<file path="config.mk">
export PLATFORM = sky130hd
export DESIGN_NAME = audio_attr_bank
export DESIGN_NICKNAME = d
export VERILOG_FILES = /design/src/rtl/audio_attr_bank_pkg.sv /design/src/rtl/audio_attr_clear_seq.sv /design/src/rtl/audio_attr_bank.sv
export SDC_FILE = /design/constraint.sdc
export NUM_CORES = 1
export LEC_CHECK = 0
export ABC_AREA = 0
export CAP_MARGIN = 10
export CORE_MARGIN = 1
export CORE_UTILIZATION = 35
export DETAILED_ROUTE_END_ITERATION = 8
export PLACE_DENSITY = 0.6
export SLEW_MARGIN = 20
export SYNTH_ARGS = -nofsm -noshare
export SYNTH_HDL_FRONTEND = slang
export SYNTH_HIERARCHICAL = 1
export SYNTH_SLANG_ARGS = --single-unit
</file>
<file path="constraint.sdc">
create_clock -name clk -period 7.6 [get_ports clk]
set_clock_uncertainty 0.05 [all_clocks]
set_input_delay 0.76 -clock clk [delete_from_list [all_inputs] [get_ports clk]]
set_output_delay 0.76 -clock clk [all_outputs]
set_load 0.005 [all_outputs]
</file>
<file path="src/rtl/audio_attr_bank_pkg.sv">
// ---------------------------------------------------------------------------
// audio_attr_bank_pkg
// Shared audio definitions for the channel attribute store:
//   - default channel count and bytes per channel word
//   - index-width and byte-lane helpers used to size address fields
//   - encodings of the clear sequencer states
// ---------------------------------------------------------------------------
package audio_attr_bank_pkg;

    localparam int AUDIO_NUM_CH     = 16;
    localparam int AUDIO_ATTR_BYTES = 4;

    // Clear sequencer states: IDLE accepts host writes, CLEAR owns the
    // single write port while it zeroes the array.
    typedef enum logic {
        ST_IDLE  = 1'b0,
        ST_CLEAR = 1'b1
    } clr_state_t;

    // Bits needed to index n entries; never less than one so that a field
    // declared from it is always legal.
    function automatic int idx_w(input int n);
        return (n > 1) ? $clog2(n) : 1;
    endfunction

    // Bit position of the least significant bit of a byte lane.
    function automatic int lane_lsb(input int lane);
        return 8 * lane;
    endfunction

endpackage

</file>
<file path="src/rtl/audio_attr_clear_seq.sv">
// ---------------------------------------------------------------------------
// audio_attr_clear_seq
// Walks every channel index once, asserting a clear write per cycle, after
// reset and whenever clear_i is pulsed. A new clear_i restarts the walk.
// Ports:
//   clk, rst     clock and synchronous active-high reset
//   clear_i      start (or restart) a full clear
//   busy_o       clear walk in progress
//   clr_we_o     zero the entry at clr_addr_o this cycle
//   clr_addr_o   entry being cleared
// ---------------------------------------------------------------------------
module audio_attr_clear_seq
    import audio_attr_bank_pkg::*;
#(
    parameter  int NUM_CH = AUDIO_NUM_CH,
    localparam int CH_W   = idx_w(NUM_CH)
) (
    input  logic            clk,
    input  logic            rst,
    input  logic            clear_i,
    output logic            busy_o,
    output logic            clr_we_o,
    output logic [CH_W-1:0] clr_addr_o
);

    localparam logic [CH_W-1:0] LAST_CH = CH_W'(NUM_CH - 1);

    clr_state_t      state_q, state_d;
    logic [CH_W-1:0] cnt_q, cnt_d;

    // Reset lands in CLEAR so the array is scrubbed before first use.
    always_ff @(posedge clk) begin
        if (rst) begin
            state_q <= ST_CLEAR;
            cnt_q   <= '0;
        end else begin
            state_q <= state_d;
            cnt_q   <= cnt_d;
        end
    end

    // The entry at cnt_q is cleared on every CLEAR edge; the edge that
    // clears the last entry returns to IDLE.
    always_comb begin
        state_d    = state_q;
        cnt_d      = cnt_q;
        busy_o     = 1'b0;
        clr_we_o   = 1'b0;
        clr_addr_o = cnt_q;
        case (state_q)
            ST_IDLE: begin
                if (clear_i) begin
                    state_d = ST_CLEAR;
                    cnt_d   = '0;
                end
            end
            ST_CLEAR: begin
                busy_o   = 1'b1;
                clr_we_o = 1'b1;
                if (clear_i) begin
                    cnt_d = '0;
                end else if (cnt_q == LAST_CH) begin
                    state_d = ST_IDLE;
                    cnt_d   = '0;
                end else begin
                    cnt_d = cnt_q + 1'b1;
                end
            end
            default: begin
                state_d = ST_CLEAR;
                cnt_d   = '0;
            end
        endcase
    end

endmodule

</file>
<file path="src/rtl/audio_attr_bank.sv">
// ---------------------------------------------------------------------------
// audio_attr_bank
// Per-channel attribute store: host writes single bytes, the audio engine
// reads a whole channel word with one cycle of latency. A clear sequencer
// zeroes the array after reset and on demand; host writes during a clear
// are dropped and flagged.
// Ports:
//   clk, rst     clock and synchronous active-high reset
//   wr_en_i      host byte write strobe
//   wr_addr_i    {channel, byte lane}, lane in the low bits
//   wr_data_i    byte to write
//   rd_en_i      engine read request
//   rd_addr_i    channel to read
//   rd_data_o    channel word, byte 0 in bits [7:0]
//   rd_valid_o   rd_data_o was updated by the previous request
//   clear_i      start a full clear
//   busy_o       clear in progress
//   wr_drop_o    a host write was discarded because of a clear
// ---------------------------------------------------------------------------
module audio_attr_bank
    import audio_attr_bank_pkg::*;
#(
    parameter  int NUM_CH       = AUDIO_NUM_CH,
    parameter  int BYTES_PER_CH = AUDIO_ATTR_BYTES,
    parameter  bit WRITE_FIRST  = 1'b1,
    localparam int CH_W         = idx_w(NUM_CH),
    localparam int BS_W         = idx_w(BYTES_PER_CH),
    localparam int DW           = 8 * BYTES_PER_CH
) (
    input  logic                 clk,
    input  logic                 rst,
    input  logic                 wr_en_i,
    input  logic [CH_W+BS_W-1:0] wr_addr_i,
    input  logic [7:0]           wr_data_i,
    input  logic                 rd_en_i,
    input  logic [CH_W-1:0]      rd_addr_i,
    output logic [DW-1:0]        rd_data_o,
    output logic                 rd_valid_o,
    input  logic                 clear_i,
    output logic                 busy_o,
    output logic                 wr_drop_o
);

    logic [DW-1:0]   mem [NUM_CH];

    logic            clr_we;
    logic [CH_W-1:0] clr_addr;
    logic [CH_W-1:0] wr_ch;
    logic [BS_W-1:0] wr_lane;
    logic            wr_accept;
    logic            collide;
    logic [DW-1:0]   old_word;
    logic [DW-1:0]   fwd_word;
    logic [DW-1:0]   rd_next;

    audio_attr_clear_seq #(
        .NUM_CH (NUM_CH)
    ) u_clear_seq (
        .clk        (clk),
        .rst        (rst),
        .clear_i    (clear_i),
        .busy_o     (busy_o),
        .clr_we_o   (clr_we),
        .clr_addr_o (clr_addr)
    );

    assign wr_ch     = wr_addr_i[BS_W +: CH_W];
    assign wr_lane   = wr_addr_i[BS_W-1:0];
    assign wr_accept = wr_en_i & ~busy_o;
    assign collide   = rd_en_i & wr_accept & (wr_ch == rd_addr_i);
    assign old_word  = mem[rd_addr_i];

    // The clear sequencer owns the single write port while busy; host
    // writes only reach the array when the sequencer is idle.
    always_ff @(posedge clk) begin
        if (clr_we) begin
            mem[clr_addr] <= '0;
        end else if (wr_accept) begin
            for (int b = 0; b < BYTES_PER_CH; b++) begin
                if (wr_lane == BS_W'(b)) begin
                    mem[wr_ch][lane_lsb(b) +: 8] <= wr_data_i;
                end
            end
        end
    end

    // Forwarded word for a same-channel collision: stored word with the
    // lane being written replaced by the incoming byte.
    always_comb begin
        fwd_word = old_word;
        for (int b = 0; b < BYTES_PER_CH; b++) begin
            if (wr_lane == BS_W'(b)) begin
                fwd_word[lane_lsb(b) +: 8] = wr_data_i;
            end
        end
    end

    // While clearing, entries not yet reached still hold stale data, so
    // reads are forced to zero rather than exposing them.
    always_comb begin
        rd_next = old_word;
        if (busy_o) begin
            rd_next = '0;
        end else if (WRITE_FIRST && collide) begin
            rd_next = fwd_word;
        end
    end

    // Read register holds its value between requests; the drop flag
    // reports a write that arrived while the sequencer was busy.
    always_ff @(posedge clk) begin
        if (rst) begin
            rd_data_o  <= '0;
            rd_valid_o <= 1'b0;
            wr_drop_o  <= 1'b0;
        end else begin
            rd_valid_o <= rd_en_i;
            wr_drop_o  <= wr_en_i & busy_o;
            if (rd_en_i) begin
                rd_data_o <= rd_next;
            end
        end
    end

endmodule

</file>
# Word-level counts from Yosys, hierarchy flattened
# Memories as Yosys holds them, arrays and structs flattened.
# Index checks and enable logic that the tools add are counted.
# classes
n_addsub	1
n_eq_ne	6
n_mux	36
bitwise_logic	6
n_reduce_logical	2
# ops
operator	n
32-bit 2-to-1 mux	3
8-bit 2-to-1 mux	4
32-bit OR reduction	1
1-bit 2-to-1 mux	22
4-bit 2-to-1 mux	5
4-bit one-hot mux with 2 select lines	1
4-bit by 1-bit adder with 4-bit output, second input constant	1
1-bit bitwise AND	4
2-bit equality test, second input constant	2
4-bit equality test	1
4-bit equality test, second input constant	1
2-bit by 1-bit equality test with 1-bit output, second input constant	1
2-bit logical NOT	1
2-bit inequality test, second input constant	1
1-bit NOT	2
1-bit one-hot mux with 2 select lines	1
# totals
reg_bits	39
ramBits	512
inputBits	23
output_inout_bits	35
wordCells	57
mem_count	1
# mem_list
memory	words	word_bits	rd	rd_ports_with_merged_regs	write_ports	line	text
mem	16	32	1	0	1	audio_attr_bank.sv:44	logic [DW-1:0] mem [NUM_CH];

# Logic depth before layout (Yosys ltp)
# Gate-level depths: netlist of run 1.
# depth
ltp_word	8
ltp_mapped	8
ltp_nobuf	4

# Cells and area by module
# The synthesis of run 1 kept the hierarchy.
# by_module_without_submodules
mod	instances	cells_per_inst	area_each_um2	seq_area_each_um2
audio_attr_bank	1	1070	21307.9	16055.4
audio_attr_clear_seq	1	24	216.5	100.1

# Worst setup path before layout of run 1
# Ideal clock, no wire load.
# synth_timing
kind	input to register
from	in wr_en_i
to	mem mem[0][0] in the netlist's numbering (enable)
setup_time_ns	0.370
arrival_time_ns	2.268
t_required_ns	7.180
slack_ns	4.912
path_stages	5
path_buffers	1
cell_sequence	nor3b_4 > buf_4 > mux2i_2 > nand4_1 > nor2_1
# synth_between
elab_chain_len	6
word_cells_on_any_way	16
cone_classes	mux (14); bitwise (1); reduce/logical (1)
# synth_lines
element	line	text
start, declared	audio_attr_bank.sv:32	input logic wr_en_i,
1-bit bitwise AND *	audio_attr_bank.sv:69	assign wr_accept = wr_en_i & ~busy_o;
1-bit 2-to-1 mux	audio_attr_bank.sv:78	end else if (wr_accept) begin
1-bit 2-to-1 mux	audio_attr_bank.sv:76	if (clr_we) begin
1-bit 2-to-1 mux (not written as such)	audio_attr_bank.sv:81	mem[wr_ch][lane_lsb(b) +: 8] <= wr_data_i;
32-bit OR reduction (no line)	-	
4-bit 2-to-1 mux (no line)	-	
end, declared	audio_attr_bank.sv:44	
# Mark *: on every way between the ends. The rest lies on a longest branch, timed or not.

# Worst setup path in the final report of run 1
# layout_timing
from	in wr_en_i
to	mem mem[14][22] in the netlist's numbering (enable)
# Same word-level chain as after synthesis.

==> results of run 1 <==
==> logic make-up (layout without fill, tap and decap cells) <==
group / after synthesis / in the layout / share of synthesized area (%)
flip-flops: 551 / 551 / 75.1
AND/OR/NAND/NOR: 229 / 229 / 5.09
multiplexers: 137 / 137 / 13.9
AO/OA/AOI/OAI: 104 / 104 / 4.07
buffers and inverters: 67 / 173 / 1.65
XOR/XNOR: 5 / 5 / 0.203
adder cells (fa/ha/maj): 1 / 1 / 0.0581
==> stage by stage <==
step                setup slack [ns]  utilization (%)  cells  hold slack (ns)  total power [mW]
floorplan                       4.91                -   1094            0.417              3.52
global placement                3.25             37.7   1881            0.416              3.59
finish                          3.59             40.7   1982            0.432              6.22
CTS                             3.64             40.7   1982            0.435              6.25
global route                    3.43             40.7   1982            0.467              6.37
detailed placement              3.02             37.7   1881            0.420              3.59
==> Yosys cell counts (2+ instances only) <==
master      n  area (um2)
nand4_1    48         300
buf_4       6        45.0
nand3_1     3        15.0
xnor2_1     4        35.0
buf_2      11        55.1
edfxtp_1  512       15400
nor3_1      2        10.0
dfxtp_1    39         781
o211ai_1   32         240
nor2b_1     4        25.0
and3_1      2        12.5
inv_1       2        7.51
nor2_1    104         390
mux4_2    128        2880
o31ai_2     4        50.1
mux2_2      3        33.8
buf_6       9         101
clkbuf_1   30         113
nand2_1    39         146
nor4bb_1    2        20.0
mux2i_1     4        40.0
a22o_1     64         561
buf_1       9        33.8
or3_1       2        12.5
and2_1     18         113
==> final cells by class <==
type,instances,area (um2)
Clock buffer,71,1540
Fill cell,5340,35900
Tap cell,782,978
Inverter,2,7.51
Clock inverter,30,251
Sequential cell,551,16200
Timing Repair Buffer,70,669
Multi-Input combinational cell,476,5050
==> state kept, by name, summed over array words and instances (netlist names) <==
name	count
rd_valid_o	1
u_clear_seq/state_q	1
mem	512
u_clear_seq/clr_addr_o	4
rd_data_o	32
wr_drop_o	1
==> metal layers <==
metal,vias up,part of all wire (%)
met4,0,2.0
met2,497,45
li1,4648,-
met1,5790,45
met3,82,8.9
met5,-,0
==> worst max-delay path: stages <==
cell and delay (ns):
clkdlybuf4s50_1 0.58, nor3b_4 0.75, mux2i_1 0.60, nand4_1 0.68, nor2_1 0.80
==> final timing paths <==
check / start / to / slack [ns] / cells past startpoint
setup / recovery: wr_en_i / mem[14][22] / 3.59 / 5
hold / removal: rd_data_o[1] / rd_data_o[1] / 0.43 / 2
hold reg to reg: rd_data_o[1] / rd_data_o[1] / 0.43 / 2
setup reg to reg: u_clear_seq/state_q / mem[14][22] / 3.63 / 4
==> power breakdown <==
group	internal, mW	leakage [nW]	switching [mW]
logic	0.0992	1.90	0.128
clock network	1.54	0.873	1.16
registers	3.29	5.04	0.00768
total	4.93	7.82	1.29
==> results.toml, run 1 <==
[run_status]
status = "complete, no violations"

[global_route]
grt_use_met1_pct = 25.5
grt_pass1_wl_um = 78300
grt_max_degree = 67
use_met3_pct = 4.37
antenna_found_initial = 0
use_met2_pct = 25.5
gr-total-overflow = 0
grt_pass1_vias = 11100
busiest_layer = "met2"
grt.total_usage_pct = 17.3

[timing]
hold_violations = 0
rsz0062_at_grt = "no"
post-route-period-util_pct = 52.7
relSlewSlack_pct = 28.3
worst_pin_slew_ns = 1.07
setup-violations-final = 0
period_minus_slack_ns = 4.01
drv_slew = 0
fin_setup_tns_ns = 0
fmax_mhz = 250

[synth]
ys_seq_elements = 551
synthDistinctLibCells = 38
synth_cells = 1094
synth_area_um2 = 21500
synth_fp_nets = 1118
synth_edf_count = 512
synth-async-reset-ratio_pct = 0
synthFlopType = "edfxtp_1"
synth_area_per_cell_um2 = 19.7
synth-warning-count = 6
ys_seq_area_share_pct = 75.1

[route]
drtIter0Drc = 1151
vias = 11000
dr.pass1.iters = 5
drcViolationCount = 0
detail-route-antenna-nets = 0
wl_per_cell_um = 27.1
routed_wl_um = 53800
vias_per_cell = 5.56

[final_layout]
design_area_um2 = 24700
layout_common_cells = "edfxtp_1, mux4_2, nor2_1, a22o_1, clkbuf_16"
final_nets = 1179
layout_commonest_cell = "edfxtp_1"
layout-drive-gt1-share_pct = 21.5
syn_to_final_growth_pct = 14.6
n_antenna_cell = 0

[floorplan]
initial_core_util_pct = 35.5
dieArea_um2 = 62500
io-pin-count = 58
dieWidth_um = 250
num_rows = 90
core-area_um2 = 60600
die_h_um = 250

[place]
gp_congestion = 0.847
hpwl_um = 32100
postPlaceCellArea_um2 = 22900
io_buffers = 57

[clocking]
cts_root_buffer = "clkbuf_16"
htreeDepth = 2
clkSlewWorstSetupHoldPaths_ns = 0.06
cts_buffers = 54
clock_latency_ns = 0.60
clock_path_buffers = 3
hold_buffers = 0
cts_setup_buffers = 0
tritoncts = "done"
cts_sinks = 551
cts_resized = 0

[worst_setup_path]
worst_setup_path_end_kind = "flip-flop"
worstPathRequired_ns = 7.78
worstPathMaxFanout = 16
crit_type = "input pin to flip-flop"
start_kind = "input pin"
crit_arrival_ns = 4.19

[power_and_ir_drop]
p_leak_nw = 7.82
p_per_area_nw_per_um2 = 252
ir_drop_v = 0.000155

[min_path]
hold_class = "flip-flop to flip-flop"

[flow_run]
max-cap-violations = 0
No activity file was read; power rests on OpenSTA's default activity.
==> run 2, diff against run 1 <==
==> constraint.sdc (replaced) <==
create_clock -name clk -period 4.2 [get_ports clk]
set_clock_uncertainty 0.05 [all_clocks]
set_input_delay 0.42 -clock clk [delete_from_list [all_inputs] [get_ports clk]]
set_output_delay 0.42 -clock clk [all_outputs]
set_load 0.005 [all_outputs]
==> run 2 against run 1 <==
  * Critical path depth fell by 1
  * Critical endpoint is now mem[6][15]
  * Register-to-register slack got worse by 2.6 ns
  * Cell area rose by 3.3%
  * Worst hold slack improved by 0.0021 ns
  * Core utilization rose by 1.3 points
  * Sequential power rose by 81%
  * Clock power rose by 94%
  * Clock-buffer cell count fell by 10
==> results.toml, run 2 (same netlist as run 1, synthesis figures left out) <==
[worst_setup_path]
start_kind = "flip-flop"
crit_arrival_ns = 3.38
r2r_cells = 4
crit_start = "u_clear_seq/state_q"
worstPathMaxFanout = 10
reg2reg_to = "mem[6][15]"
crit_type = "flip-flop to flip-flop"
r2r-start = "u_clear_seq/state_q"
worstPathRequired_ns = 4.37
r2r_slack_ns = 0.99
worst_setup_path_end_kind = "flip-flop"

[floorplan]
core-area_um2 = 60600
dieWidth_um = 250
die_h_um = 250
io-pin-count = 58
num_rows = 90
dieArea_um2 = 62500
initial_core_util_pct = 35.5

[final_layout]
design_area_um2 = 25500
final_cells = 2062
layout-drive-gt1-share_pct = 26.3
final_nets = 1261
syn_to_final_growth_pct = 18.3
n_antenna_cell = 0
regMostFlops = "mem"
largest_reg_flops = 512
layout_common_cells = "edfxtp_1, mux4_2, nor2_1, buf_4, a22o_1"
layout_commonest_cell = "edfxtp_1"

[route]
wl_per_cell_um = 25.5
dr.pass1.iters = 7
drtIter0Drc = 1084
vias = 11300
vias_per_cell = 5.46
detail-route-antenna-nets = 0
drcViolationCount = 0
routed_wl_um = 52500

[clocking]
cts_setup_buffers = 0
cts_root_buffer = "clkbuf_16"
cts_resized = 0
clock_latency_ns = 0.61
clock_path_buffers = 3
htreeDepth = 2
clkSlewWorstSetupHoldPaths_ns = 0.07
cts_sinks = 551
tritoncts = "done"
cts_buffers = 54
hold_buffers = 0

[timing]
rsz0062_at_grt = "no"
worst_pin_slew_ns = 1.10
relSlewSlack_pct = 26.3
period_minus_slack_ns = 3.21
fmax_mhz = 312
post-route-period-util_pct = 76.4
hold_violations = 0
setup-violations-final = 0
fin_setup_tns_ns = 0
hold_slack_ns = 0.434
drv_slew = 0

[power_and_ir_drop]
ir_drop_v = 0.000252
p_leak_nw = 8.32
p_per_area_nw_per_um2 = 456

[place]
hpwl_um = 33700
gp_congestion = 0.845
dp_cells = 1963
io_buffers = 57
postPlaceCellArea_um2 = 23600

[global_route]
grt_pass1_wl_um = 77300
grt.total_usage_pct = 16.9
antenna_found_initial = 0
grt_max_degree = 45
grt_pass1_vias = 11200
gr-total-overflow = 0

[min_path]
hold_class = "flip-flop to flip-flop"
hold_depth = 2
hp-start = "rd_data_o[21]"
holdPathEnd = "rd_data_o[21]"

[flow_run]
max-cap-violations = 0

[run_status]
status = "complete, no violations"
-- run 2: changes by cell type in the layout (fill, tap and decap cells not counted), sizes merged --
cell	change
clkinv	-1
clkinvlp	-1
clkbuf	-10
bufinv	+9
buf	+82
inv	+1
-- run 2: worst max path at each step --
stage / endpoint / slack, ns / cells after the start
global placement: mem[7][13] / 0.63 / 5
detailed placement: mem[6][15] / 0.58 / 5
finish: mem[6][15] / 0.99 / 4
floorplan: mem[0][0] / 1.64 / 6
global route: mem[7][11] / 0.90 / 4
CTS: mem[7][8] / 1.07 / 4
-- run 2: final cells by class --
| type | count | area, um2 |
|---|---|---|
| multi-input combinational | 476 | 5040 |
| clock inverter | 38 | 513 |
| tap | 782 | 978 |
| fill | 5250 | 35100 |
| inverter | 2 | 7.51 |
| sequential | 551 | 16200 |
| timing repair buffer | 152 | 1370 |
| clock buffer | 61 | 1400 |
-- run 2: where the power goes --
part | switching [mW] | total (mW) | internal (mW)
Sequential | 0.0101 | 5.96 | 5.95
Combinational | 0.251 | 0.445 | 0.195
Clock | 2.08 | 5.21 | 3.14
-- run 2: worst max-delay path: stages (launching register included) --
cell and delay (ns):
dfxtp_1 0.46, nor3b_4 0.56, mux2i_1 0.64, nand4_1 0.41
nor2_1 0.70
-- run 2: metrics by stage --
step	utilization (%)	worst slack [ns]	total power [mW]
6_report	42.0	0.991	11.6
5_1_grt	42.0	0.901	11.9
4_1_cts	42.0	1.07	11.7
3_5_place_dp	38.9	0.578	6.53
3_3_place_gp	38.9	0.627	6.53
2_1_floorplan	-	1.64	6.37
-- run 2: metal layers --
layer	wire (um)	GRT usage (%)
met1	23500	25.2
met2	23800	25.4
met3	4160	3.32
met4	998	4.08
met5	0	0
==> run 3, diff against run 2 <==
--- a/config.mk
+++ b/config.mk
@@ -10,7 +10,7 @@
 export CORE_MARGIN = 1
 export CORE_UTILIZATION = 35
 export DETAILED_ROUTE_END_ITERATION = 8
-export PLACE_DENSITY = 0.6
+export PLACE_DENSITY = 0.62
 export SLEW_MARGIN = 20
 export SYNTH_ARGS = -nofsm -noshare
 export SYNTH_HDL_FRONTEND = slang
==> constraint.sdc (replaced) <==
create_clock -name clk -period 2.6 [get_ports clk]
set_clock_uncertainty 0.05 [all_clocks]
set_input_delay 0.26 -clock clk [delete_from_list [all_inputs] [get_ports clk]]
set_output_delay 0.26 -clock clk [all_outputs]
set_load 0.005 [all_outputs]
==> run 3 against run 2 <==
  * Global-route usage grew 0.14 points
  * Cell area rose by 1.6%
  * First-iteration DRC count grew 12%
==> results.toml, run 3 (same netlist as run 1, synthesis figures left out) <==
[final_layout]
fill_cells = 5256
layout_common_cells = "edfxtp_1, buf_4, mux4_2, nor2_1, a22o_1"
layout-drive-gt1-share_pct = 28.4
final_nets = 1318
layout_commonest_cell = "edfxtp_1"
n_antenna_cell = 0
syn_to_final_growth_pct = 20.2
regMostFlops = "mem"
final_cells = 2119
largest_reg_flops = 512

[route]
dr.pass1.iters = 5
vias_per_cell = 5.38
drtIter0Drc = 1209
detail-route-antenna-nets = 0
vias = 11400
drcViolationCount = 0
routed_wl_um = 52400
wl_per_cell_um = 24.7

[worst_setup_path]
reg2reg_to = "mem[6][1]"
worst_setup_path_end_kind = "flip-flop"
r2r_slack_ns = 0.1
crit_type = "flip-flop to flip-flop"
worstPathRequired_ns = 2.85
worstPathMaxFanout = 10
crit_arrival_ns = 2.75
start_kind = "flip-flop"
r2r_cells = 8
r2r-start = "u_clear_seq/state_q"

[global_route]
gr-total-overflow = 0
grt_pass1_vias = 11600
antenna_found_initial = 0
grt_pass1_wl_um = 78000
grt.total_usage_pct = 17.0
grt_max_degree = 65

[floorplan]
die_h_um = 250
initial_core_util_pct = 35.5
num_rows = 90
core-area_um2 = 60600
io-pin-count = 58
dieWidth_um = 250
dieArea_um2 = 62500

[timing]
post-route-period-util_pct = 96.2
fmax_mhz = 400
hold_slack_ns = 0.362
relSlewSlack_pct = 38.9
setup-violations-final = 0
rsz0062_at_grt = "no"
drv_slew = 0
fin_setup_tns_ns = 0
fin_ws_ns = 0.100
period_minus_slack_ns = 2.50
worst_pin_slew_ns = 0.913
hold_violations = 0

[power_and_ir_drop]
p_int_mw = 14.4
pwr-share-comb_pct = 4.3
sw_frac_of_total_pct = 20.3
p_per_area_nw_per_um2 = 699
ir_drop_v = 0.000628
clock_power_share_pct = 42.5
power_mw = 18.1
p_sw_mw = 3.67
p_leak_nw = 8.55
p_seq_share_pct = 53.3

[clocking]
clock_latency_ns = 0.60
tritoncts = "done"
clock_path_buffers = 3
htreeDepth = 2
cts_root_buffer = "clkbuf_16"
cts_buffers = 53
clkSlewWorstSetupHoldPaths_ns = 0.06
cts_sinks = 551

[min_path]
hold_depth = 3
holdPathEnd = "rd_valid_o"
hp-start = "rst"
hold_class = "input pin to flip-flop"

[place]
gp_congestion = 0.895
hpwl_um = 33200
io_buffers = 57
dp_cells = 2020
post-place-ws_ns = -0.213

[run_status]
status = "complete, no violations"

[flow_run]
max-cap-violations = 0
==> run 3: cell count changes in the layout (fill, tap and decap cells not counted), sizes merged <==
cell	previous run	this run
bufinv	12	6
buf	96	154
clkinvlp	5	4
clkinv	18	24
==> run 3: repair_timing <==
item / CTS / global route
gates resized for setup: 0 / 1
setup endpoints to repair: 0 / 22
hold buffers: 0 / 0
setup buffers: 0 / 1
hold endpoints to repair: 0 / 0
==> run 3: per-layer routing <==
metal | vias up | global-route usage (%) | part of all wire [%]
met3 | 74 | 4.31 | 7.5
li1 | 4932 | - | -
met2 | 423 | 26.1 | 46
met1 | 5977 | 24.2 | 44
met5 | - | 0 | 0
met4 | 0 | 4.47 | 2.1
==> run 3: worst max-delay path by stage <==
stage | startpoint | to | slack (ns)
4_1_cts | u_clear_seq/state_q | mem[6][6] | 0.13
3_3_place_gp | wr_en_i | mem[6][10] | -0.22
3_5_place_dp | wr_en_i | mem[6][4] | -0.21
6_report | u_clear_seq/state_q | mem[6][1] | 0.1
2_1_floorplan | u_clear_seq/state_q | mem[0][0] | 0.04
5_1_grt | u_clear_seq/state_q | mem[6][19] | 0.001
==> run 3: cell type report <==
type                    instances  area [um2]  share of cell area [%]
repair buffers                210        1950                    7.52
flip-flops and latches        551       16200                    62.5
inverters                       2        7.51                  0.0290
well taps                     782         978                    3.78
clock buffers                  61        1400                    5.41
multi-input cells             476        5040                    19.5
clock inverters                37         338                    1.31
==> run 3: metrics by stage <==
step           area [um2]  util (%)
2_1_floorplan       21500         -
3_3_place_gp        24100      39.8
6_report            25900      42.7
5_1_grt             25900      42.7
4_1_cts             25800      42.7
3_5_place_dp        24100      39.8
==> run 3: critical path, stage by stage (launching register included) <==
cell and delay [ns]:
dfxtp_1 0.38, nor3b_4 0.25, buf_12 0.16, buf_4 0.15
mux2i_1 0.21, buf_4 0.18, nand4_1 0.39, nor2_1 0.21
buf_4 0.21
==> run 3: power by group through the flow <==
stage	combinational, mW	clock [mW]	sequential (mW)
6_report	0.769	7.68	9.63
5_1_grt	0.810	8.17	9.63
4_1_cts	0.773	7.85	9.63
3_5_place_dp	0.771	0	9.82
3_3_place_gp	0.769	0	9.82
2_1_floorplan	0.476	0	9.82
